$ cat src/rtl/display_pkg.sv
// Shared character constants and the push-path case folding helper for the display TX path.
package display_pkg;

  localparam int DISP_CHAR_W = 7;

  typedef logic [DISP_CHAR_W-1:0] disp_char_t;

  localparam disp_char_t CHAR_CR    = 7'h0D;
  localparam disp_char_t CHAR_SPACE = 7'h20;
  localparam disp_char_t CHAR_LC_A  = 7'h61;
  localparam disp_char_t CHAR_LC_Z  = 7'h7A;

  // The display font is 6-bit, so lowercase would render as punctuation without folding.
  function automatic disp_char_t fold_case(input disp_char_t c, input bit en);
    if (en && (c >= CHAR_LC_A) && (c <= CHAR_LC_Z)) begin
      return c - CHAR_SPACE;
    end
    return c;
  endfunction

endpackage

$ cat src/rtl/display_tx_fifo_if.sv
// CPU write / display TX handshake bundle; slave is the FIFO, master is the driver side.
interface display_tx_fifo_if;

  logic       flush;
  logic       wr_stb;
  logic [7:0] wr_data;
  logic       cpu_busy;
  logic       overflow;
  logic       disp_ready;
  logic       disp_w_en;
  logic       disp_address;
  logic [7:0] disp_din;

  modport slave (
    input  flush, wr_stb, wr_data, disp_ready,
    output cpu_busy, overflow, disp_w_en, disp_address, disp_din
  );

  modport master (
    output flush, wr_stb, wr_data, disp_ready,
    input  cpu_busy, overflow, disp_w_en, disp_address, disp_din
  );

endinterface

$ cat src/rtl/char_fifo_mem.sv
// DEPTH x 7 simple dual-port character store: synchronous write, asynchronous read.
module char_fifo_mem
  import display_pkg::*;
#(
  parameter int DEPTH  = 16,
  parameter int ADDR_W = 4
) (
  input  logic              clk,
  input  logic              we,
  input  logic [ADDR_W-1:0] waddr,
  input  disp_char_t        wdata,
  input  logic [ADDR_W-1:0] raddr,
  output disp_char_t        rdata
);

  disp_char_t mem [DEPTH];

  always_ff @(posedge clk) begin
    if (we) begin
      mem[waddr] <= wdata;
    end
  end

  assign rdata = mem[raddr];

endmodule

$ cat src/rtl/display_tx_fifo.sv
// CPU->display character FIFO with registered head output; PB7 busy = full, sticky overflow.
// Define DISPLAY_FIFO_UPCASE_EN to fold a-z to A-Z on push.
module display_tx_fifo
  import display_pkg::*;
#(
  parameter int DEPTH  = 16,
  parameter int ADDR_W = 4
) (
  input  logic               sys_clock,
  input  logic               reset_n,
  input  logic               pixel_clken,
  input  logic               cpu_clken,
  display_tx_fifo_if.slave   bus
);

`ifdef DISPLAY_FIFO_UPCASE_EN
  localparam bit UPCASE_EN = 1'b1;
`else
  localparam bit UPCASE_EN = 1'b0;
`endif

  localparam logic [ADDR_W:0] CNT_FULL = (ADDR_W+1)'(DEPTH);

  logic [ADDR_W-1:0] wr_ptr;
  logic [ADDR_W-1:0] rd_ptr;
  logic [ADDR_W-1:0] rd_ptr_nxt;
  logic [ADDR_W:0]   count;
  logic [ADDR_W:0]   count_nxt;
  logic              full;
  logic              wr_attempt;
  logic              push;
  logic              pop;
  logic              out_vld;
  logic              out_vld_nxt;
  logic              busy_q;
  logic              ovf_q;
  disp_char_t        push_char;
  disp_char_t        head_char;
  disp_char_t        out_char;
  disp_char_t        out_char_nxt;
  logic              unused_msb;

  assign unused_msb = bus.wr_data[7];

  assign full       = (count == CNT_FULL);
  assign wr_attempt = cpu_clken & bus.wr_stb;
  assign push       = wr_attempt & ~full;
  // Same qualifier the display uses to sample its TX input.
  assign pop        = pixel_clken & cpu_clken & bus.disp_ready & out_vld;
  assign push_char  = fold_case(bus.wr_data[DISP_CHAR_W-1:0], UPCASE_EN);
  assign rd_ptr_nxt = pop ? rd_ptr + ADDR_W'(1) : rd_ptr;

  char_fifo_mem #(
    .DEPTH  (DEPTH),
    .ADDR_W (ADDR_W)
  ) u_mem (
    .clk   (sys_clock),
    .we    (push & ~bus.flush),
    .waddr (wr_ptr),
    .wdata (push_char),
    .raddr (rd_ptr_nxt),
    .rdata (head_char)
  );

  always_comb begin
    count_nxt = count;
    case ({push, pop})
      2'b10:   count_nxt = count + (ADDR_W+1)'(1);
      2'b01:   count_nxt = count - (ADDR_W+1)'(1);
      default: count_nxt = count;
    endcase
  end

  // A push landing in the slot that becomes the head is not yet in memory: bypass it.
  always_comb begin
    out_vld_nxt  = (count_nxt != '0);
    out_char_nxt = '0;
    if (out_vld_nxt) begin
      out_char_nxt = (push && (rd_ptr_nxt == wr_ptr)) ? push_char : head_char;
    end
  end

  always_ff @(posedge sys_clock or negedge reset_n) begin
    if (!reset_n) begin
      wr_ptr   <= '0;
      rd_ptr   <= '0;
      count    <= '0;
      out_vld  <= 1'b0;
      out_char <= '0;
      busy_q   <= 1'b0;
      ovf_q    <= 1'b0;
    end else if (bus.flush) begin
      wr_ptr   <= '0;
      rd_ptr   <= '0;
      count    <= '0;
      out_vld  <= 1'b0;
      out_char <= '0;
      busy_q   <= 1'b0;
      ovf_q    <= 1'b0;
    end else begin
      if (push) begin
        wr_ptr <= wr_ptr + ADDR_W'(1);
      end
      rd_ptr   <= rd_ptr_nxt;
      count    <= count_nxt;
      out_vld  <= out_vld_nxt;
      out_char <= out_char_nxt;
      busy_q   <= (count_nxt == CNT_FULL);
      if (wr_attempt && full) begin
        ovf_q <= 1'b1;
      end
    end
  end

  assign bus.cpu_busy     = busy_q;
  assign bus.overflow     = ovf_q;
  assign bus.disp_w_en    = out_vld;
  assign bus.disp_address = 1'b0;
  assign bus.disp_din     = {1'b0, out_char};

endmodule

$ cat src/flat_wrapper.sv
// flat-port wrapper written by rule: the top's interface ports become plain ports
module display_tx_fifo_flat import display_pkg::*;
#(
  parameter int DEPTH  = 16,
  parameter int ADDR_W = 4
)
  (sys_clock, reset_n, pixel_clken, cpu_clken, bus_flush, bus_wr_stb, bus_wr_data, bus_disp_ready, bus_cpu_busy, bus_overflow, bus_disp_w_en, bus_disp_address, bus_disp_din);
  display_tx_fifo_if bus_i ();
  input  logic sys_clock;
  input  logic reset_n;
  input  logic pixel_clken;
  input  logic cpu_clken;
  input wire logic [$bits(bus_i.flush)-1:0] bus_flush;
  input wire logic [$bits(bus_i.wr_stb)-1:0] bus_wr_stb;
  input wire logic [$bits(bus_i.wr_data)-1:0] bus_wr_data;
  input wire logic [$bits(bus_i.disp_ready)-1:0] bus_disp_ready;
  output wire logic [$bits(bus_i.cpu_busy)-1:0] bus_cpu_busy;
  output wire logic [$bits(bus_i.overflow)-1:0] bus_overflow;
  output wire logic [$bits(bus_i.disp_w_en)-1:0] bus_disp_w_en;
  output wire logic [$bits(bus_i.disp_address)-1:0] bus_disp_address;
  output wire logic [$bits(bus_i.disp_din)-1:0] bus_disp_din;
  assign bus_i.flush = bus_flush;
  assign bus_i.wr_stb = bus_wr_stb;
  assign bus_i.wr_data = bus_wr_data;
  assign bus_i.disp_ready = bus_disp_ready;
  assign bus_cpu_busy = bus_i.cpu_busy;
  assign bus_overflow = bus_i.overflow;
  assign bus_disp_w_en = bus_i.disp_w_en;
  assign bus_disp_address = bus_i.disp_address;
  assign bus_disp_din = bus_i.disp_din;
  display_tx_fifo #(.DEPTH(DEPTH), .ADDR_W(ADDR_W)) u_core (.sys_clock(sys_clock), .reset_n(reset_n), .pixel_clken(pixel_clken), .cpu_clken(cpu_clken), .bus(bus_i));
endmodule
$ cat config.mk
export PLATFORM = sky130hd
export DESIGN_NAME = display_tx_fifo_flat
export DESIGN_NICKNAME = d
export VERILOG_FILES = /design/src/rtl/display_pkg.sv /design/src/rtl/display_tx_fifo_if.sv /design/src/rtl/char_fifo_mem.sv /design/src/rtl/display_tx_fifo.sv /design/src/flat_wrapper.sv
export SDC_FILE = /design/constraint.sdc
export NUM_CORES = 1
export LEC_CHECK = 0
export BUFFER_PORTS_ARGS = -buffer_cell sky130_fd_sc_hd__buf_2
export CAP_MARGIN = 20
export CORE_ASPECT_RATIO = 0.9
export CORE_MARGIN = 2
export CORE_UTILIZATION = 45
export DETAILED_ROUTE_END_ITERATION = 10
export SLEW_MARGIN = 5
export SYNTH_ARGS = -nofsm -noshare
export SYNTH_HDL_FRONTEND = slang
export SYNTH_SLANG_ARGS = --single-unit
$ cat constraint.sdc
create_clock -name sys_clock -period 3.6 [get_ports sys_clock]
set_input_delay 0.72 -clock sys_clock [delete_from_list [all_inputs] [get_ports sys_clock]]
set_output_delay 0.72 -clock sys_clock [all_outputs]
set_load 0.01 [all_outputs]
==> Yosys cells after proc, flatten, opt, wreduce, memory -nomap -nowiden <==
Memory sizes are Yosys's and may differ from the RTL's.
Index checks and enable logic that the tools add are counted.
{ "classes": {"addsub": 4, "eq_ne": 5, "muxes": 15, "bitwise": 8, "reduce_logical": 5} }
{ "op_table": {"columns": ["op", "n"], "rows": [
  ["$mux 7", 3],
  ["$mux 4", 4],
  ["$eq 5x5->1 const B", 2],
  ["$pmux 5 s2", 1],
  ["$add 4x1->4 const B", 2],
  ["$and 1x1->1", 6],
  ["$mux 1", 6],
  ["$add 5x1->5 const B", 1],
  ["$mux 5", 1],
  ["$reduce_bool 5->1", 1],
  ["$sub 5x1->5 const B", 1],
  ["$eq 4x4->1", 1],
  ["$reduce_bool 2->1", 2],
  ["$eq 2x1->1 const B", 1],
  ["$eq 2x2->1 const B", 1],
  ["$logic_and 1x1->1", 2],
  ["$not 1->1", 2]
]} }
{ "word_totals": {"ff_bits": 23, "ramBits": 112, "inputBits": 15, "out_inout_bits": 12, "word_cells": 45, "mem_count": 1} }
{ "memory_table": {"columns": ["name", "words", "word_bits", "rd", "rd_clocked_by_memory_dff", "wr", "line_no", "text"], "rows": [
  ["u_core.u_mem.mem", 16, 7, 1, 0, 1, "char_fifo_mem.sv:16", "disp_char_t mem [DEPTH];"]
]} }

==> Depth between registers and ports, before layout <==
{ "logic_depth": {"depth_word": 9, "ltp_mapped": 14, "depth_no_buf": 12} }

==> By module <==
A second synthesis with hierarchy kept.
{ "unflattened": {"cells_unflattened": 335, "hier_area_um2": 5783.0} }
{ "modules_own_cells": {"columns": ["module", "n_inst", "cells_each", "area_per_inst_um2", "seq_area_each_um2"], "rows": [
  ["char_fifo_mem", 1, 196, 4390.5, 3363.2],
  ["display_tx_fifo", 1, 139, 1392.6, 575.6]
]} }

==> Least setup slack after synthesis <==
Ideal clock, no wire load.
{ "synth_timing": {"path_kind": "in2reg", "startpoint": "input pixel_clken", "endpoint": "register u_core.out_char[0]", "setup_time_ps": 130, "t_arrival_ps": 3118, "required_time_ps": 3470, "setup_slack_ps": 352, "cell_stages": 13, "n_path_buf": 2, "cell_sequence": "nand4_4 > inv_2 > clkbuf_1 > ha_1 > buf_2 > xor2_1 > ha_1 > a21oi_1 > or3_1 > a31oi_1 > xnor2_1 > a41o_1 > nor3_1"} }
{ "synth_between": {"elab_chain_cells": 9, "word_cells_on_any_way": 14, "cone_classes": "eq/ne (3); mux (5); bitwise (3); reduce/logical (2); memory (1)"} }
{ "synth_rtl": {"columns": ["element", "line_no", "text"], "rows": [
  ["start, declared", "flat_wrapper.sv:11", "input logic pixel_clken;"],
  ["$and 1x1->1 (*) (3 in a row)", "display_tx_fifo.sv:49", "assign pop = pixel_clken & cpu_clken & bus.disp_ready & out_vld;"],
  ["parallel branches: the longest is 4 deep, another holds $mem_v2 16x7", null, null],
  ["$mux 7 (*)", "display_tx_fifo.sv:78", "if (out_vld_nxt) begin"],
  ["$mux 7 (*)", "display_tx_fifo.sv:92", "end else if (bus.flush) begin"],
  ["end signal, assigned", "display_tx_fifo.sv:107", "out_char <= out_char_nxt;"],
  ["end, declared", "display_tx_fifo.sv:39", "disp_char_t out_char;"]
]} }
Mark *: on every way between the ends.
A chain may end at the register's enable or synchronous reset.

==> Worst setup path in the final report <==
{ "layout_timing": {"startpoint": "register u_core.count[1]", "endpoint": "register u_core.out_char[1]"} }
{ "layout_between": {"elab_chain_cells": 8, "word_cells_on_any_way": 13, "cone_classes": "add/sub (2); eq/ne (3); mux (4); bitwise (2); reduce/logical (2)"} }
{ "layout_rtl": {"columns": ["element", "line_no", "text"], "rows": [
  ["start, declared", "display_tx_fifo.sv:27", "logic [ADDR_W:0] count;"],
  ["start signal, assigned", "display_tx_fifo.sv:105", "count <= count_nxt;"],
  ["$eq 5x5->1", "display_tx_fifo.sv:45", "assign full = (count == CNT_FULL);"],
  ["$not 1->1", "display_tx_fifo.sv:47", "assign push = wr_attempt & ~full;"],
  ["$and 1x1->1", "display_tx_fifo.sv:47", null],
  ["$eq 2x1->1 / $eq 2x2->1 (equally long branches)", "display_tx_fifo.sv:67", "case ({push, pop})"],
  ["$pmux 5 s2", "display_tx_fifo.sv:67", null],
  ["$reduce_bool 5->1", "display_tx_fifo.sv:76", "out_vld_nxt = (count_nxt != '0);"],
  ["$mux 7 (*)", "display_tx_fifo.sv:78", null],
  ["$mux 7 (*)", "display_tx_fifo.sv:92", null]
]} }
Every way passes the cells marked *; elsewhere a longest branch is shown, timed or not.

==> results.yml <==
logic_synthesis:
  yosysWarningCount: 0
  syn_area_mm2: 0.00706
  syn_inst: 500
  synth-async-reset-ratio_pct: 17.0
  post_synth.cell_area_avg_um2: 14.1
  synth_seq_cells: 135
  ys_seq_area_share_pct: 55.8
  synth_edf_count: 112
  synthDistinctLibCells: 56
  synth_ff_type: "edfxtp_1"
setup_path:
  crit_fanout: 8
  required_ps: 3880
  rr_startpoint: "u_core.count[1]"
  crit_type: "flip-flop to flip-flop"
  cp-end-kind: "flip-flop"
  crit_arrival_ps: 3430
  start_kind: "flip-flop"
  startpoint: "u_core.count[1]"
pwr:
  p_leak_nw: 2.61
  p_per_area_mw_per_mm2: 452
  peakVddDrop_mv: 0.398
clocking:
  cts_buffer_depth: 2
  cts_buffers: 17
  clockRootBuffer: "clkbuf_16"
  cts_setup_buffers: 0
  htreeDepth: 4
  cts_hold_buf: 0
  path_clk_slew_ps: 60
  cts_tree: "done"
  clk_latency_ps: 420
  clkSinkCount: 135
  post_cts_resized: 0
timing:
  setup_tns_ps: 0
  max_freq_mhz: 318
  post-route-period-util_pct: 87.3
  period_needed_ps: 3140
  rsz0062_at_grt: "false"
  fin_skew_ps: 7.91
  max_slew_margin_pct: 45.9
  setup_viol: 0
  worstMarginPinSlew_ps: 811
  fin_ws_ps: 456
  finalHoldViolations: 0
  drv_slew: 0
flow_run:
  cap_viol_max_count: 0
global_routing:
  overflow: 0
  grt_pass1_wl_mm: 24.5
  grt_max_degree: 48
  grt_use_total_pct: 20.5
  antenna_found_initial: 1
  grt_pass1_vias: 4139
finish:
  drive_gt1_share_pct: 19.4
  multi_input_area_mm2: 0.00288
  fin_nets: 545
  seq_area_mm2: 0.00394
  finalNonFillerCells: 738
  syn2layout_area_growth_pct: 12.2
  nFillCells: 1361
  finalInstanceArea_mm2: 0.00792
min_path:
  hold_class: "input pin to async pin"
placement:
  preCtsSetupSlack_ps: 326
  place_hpwl_mm: 10.2
  place_inst: 705
  place_area_mm2: 0.00735
  portBuffers: 23
  place.gp.congestion: 0.879
route:
  firstDrtPassIters: 5
  vias_per_cell: 5.75
  wl_mm: 15.7
  drcViolationCount: 0
  via_count: 4240
  wire_per_inst_um: 21.3
  drt_iter0_markers: 327
  ant_nets: 0
floorplan:
  ios: 27
  die_y_um: 123
  core_mm2: 0.0154
  dieArea_mm2: 0.0167
  die_w_um: 136
  rows: 43
  start_util_pct: 45.9
status:
  status: "finished, final reports clean"
flip-flops by register name, summed over array words and instances, names as in the netlist:
name / flops
u_core.bus.disp_w_en: 1
u_core.u_mem.mem: 112
u_core.wr_ptr: 4
u_core.bus.overflow: 1
u_core.bus.cpu_busy: 1
u_core.rd_ptr: 4
u_core.out_char: 7
u_core.count: 5
synth_stat cells (all sizes together), types with 7 or more instances:
master / instances / area (µm²)
nand2: 20 / 75.1
and2: 11 / 68.8
mux4: 26 / 586
nor3: 13 / 70.1
and3: 9 / 56.3
buf: 25 / 175
a211oi: 14 / 110
inv: 11 / 41.3
ha: 8 / 100
nand3: 7 / 35.0
a21oi: 9 / 45.0
nor2: 33 / 124
mux2i: 102 / 1020
edfxtp: 112 / 3360
dfrtp: 23 / 576
clkbuf: 11 / 41.3
per-layer routing:
layer	global-route usage [%]	routed length [µm]
met1	29.7	7640
met2	31.0	7280
met3	5.49	656
met4	5.01	151
met5	0	0
stage by stage:
| stage | utilization [%] | hold WS [ps] | power [W] |
|---|---|---|---|
| floorplan | - | 424 | 0.00188 |
| global placement | 47.8 | 474 | 0.00196 |
| detailed placement | 47.8 | 488 | 0.00197 |
| CTS | 51.4 | 289 | 0.00361 |
| global route | 51.4 | 308 | 0.00371 |
| finish | 51.5 | 282 | 0.00358 |
final timing paths:
path	slack (ps)	depth (start not counted)	to
max in group asynchronous	2930	1	u_core.rd_ptr[1]
worst min-delay path	280	1	u_core.wr_ptr[2]
min in group sys_clock	490	2	u_core.bus.overflow
worst max-delay path	460	13	u_core.out_char[1]
worst max register to register	460	13	u_core.out_char[1]
worst min register to register	490	2	u_core.bus.overflow
placed cells by master (no fill, tap or decap), drive strengths merged, types with 9 or more instances in the layout:
master  count
nor3       13
a21oi       9
dfrtp      23
buf        38
nor2       33
nand2      20
and2       11
inv        11
mux4       26
and3        9
clkbuf     17
clkinv      9
a211oi     14
mux2i     102
edfxtp    112
power breakdown:
group	leakage [nW]	total [W]	internal (W)	switching, W
Sequential	1.32	0.00173	0.00171	0.0000139
Combinational	1.03	0.000207	0.0000810	0.000126
Clock	0.265	0.00165	0.00100	0.000644
Total	2.61	0.00358	0.00280	0.000783
cells by family (layout without fill, tap and decap cells):
kind of cell	count (synthesis)	after routing	synth area share, %
AND/OR/NAND/NOR	116	116	8.58
adder cells (fa/ha/maj)	8	8	1.42
multiplexers	130	130	23.1
buffers and inverters	47	81	3.65
other	1	3	0.0531
XOR/XNOR	13	13	2.20
AO/OA/AOI/OAI	50	50	5.23
flip-flops	135	135	55.8
worst max-delay path: stages, from the launching register on:
cell	delay [ps]
dfrtp_1	460
nor3_1	220
buf_4	160
a31oi_2	100
inv_1	170
ha_1	220
xor2_1	170
ha_1	230
a21oi_1	90
or3_1	310
a31oi_1	210
xnor2_1	160
a41o_1	400
nor3_1	120
final cells by class:
cell class,instances,share of cell area [%]
sequential,135,49.8
multi-input combinational,319,36.4
clock buffer,17,5.37
inverter,11,0.521
clock inverter,15,1.74
tap,202,3.19
timing repair buffer,38,3.03
antenna,1,0.0316
Note: power is estimated with default switching activity, not from simulation.
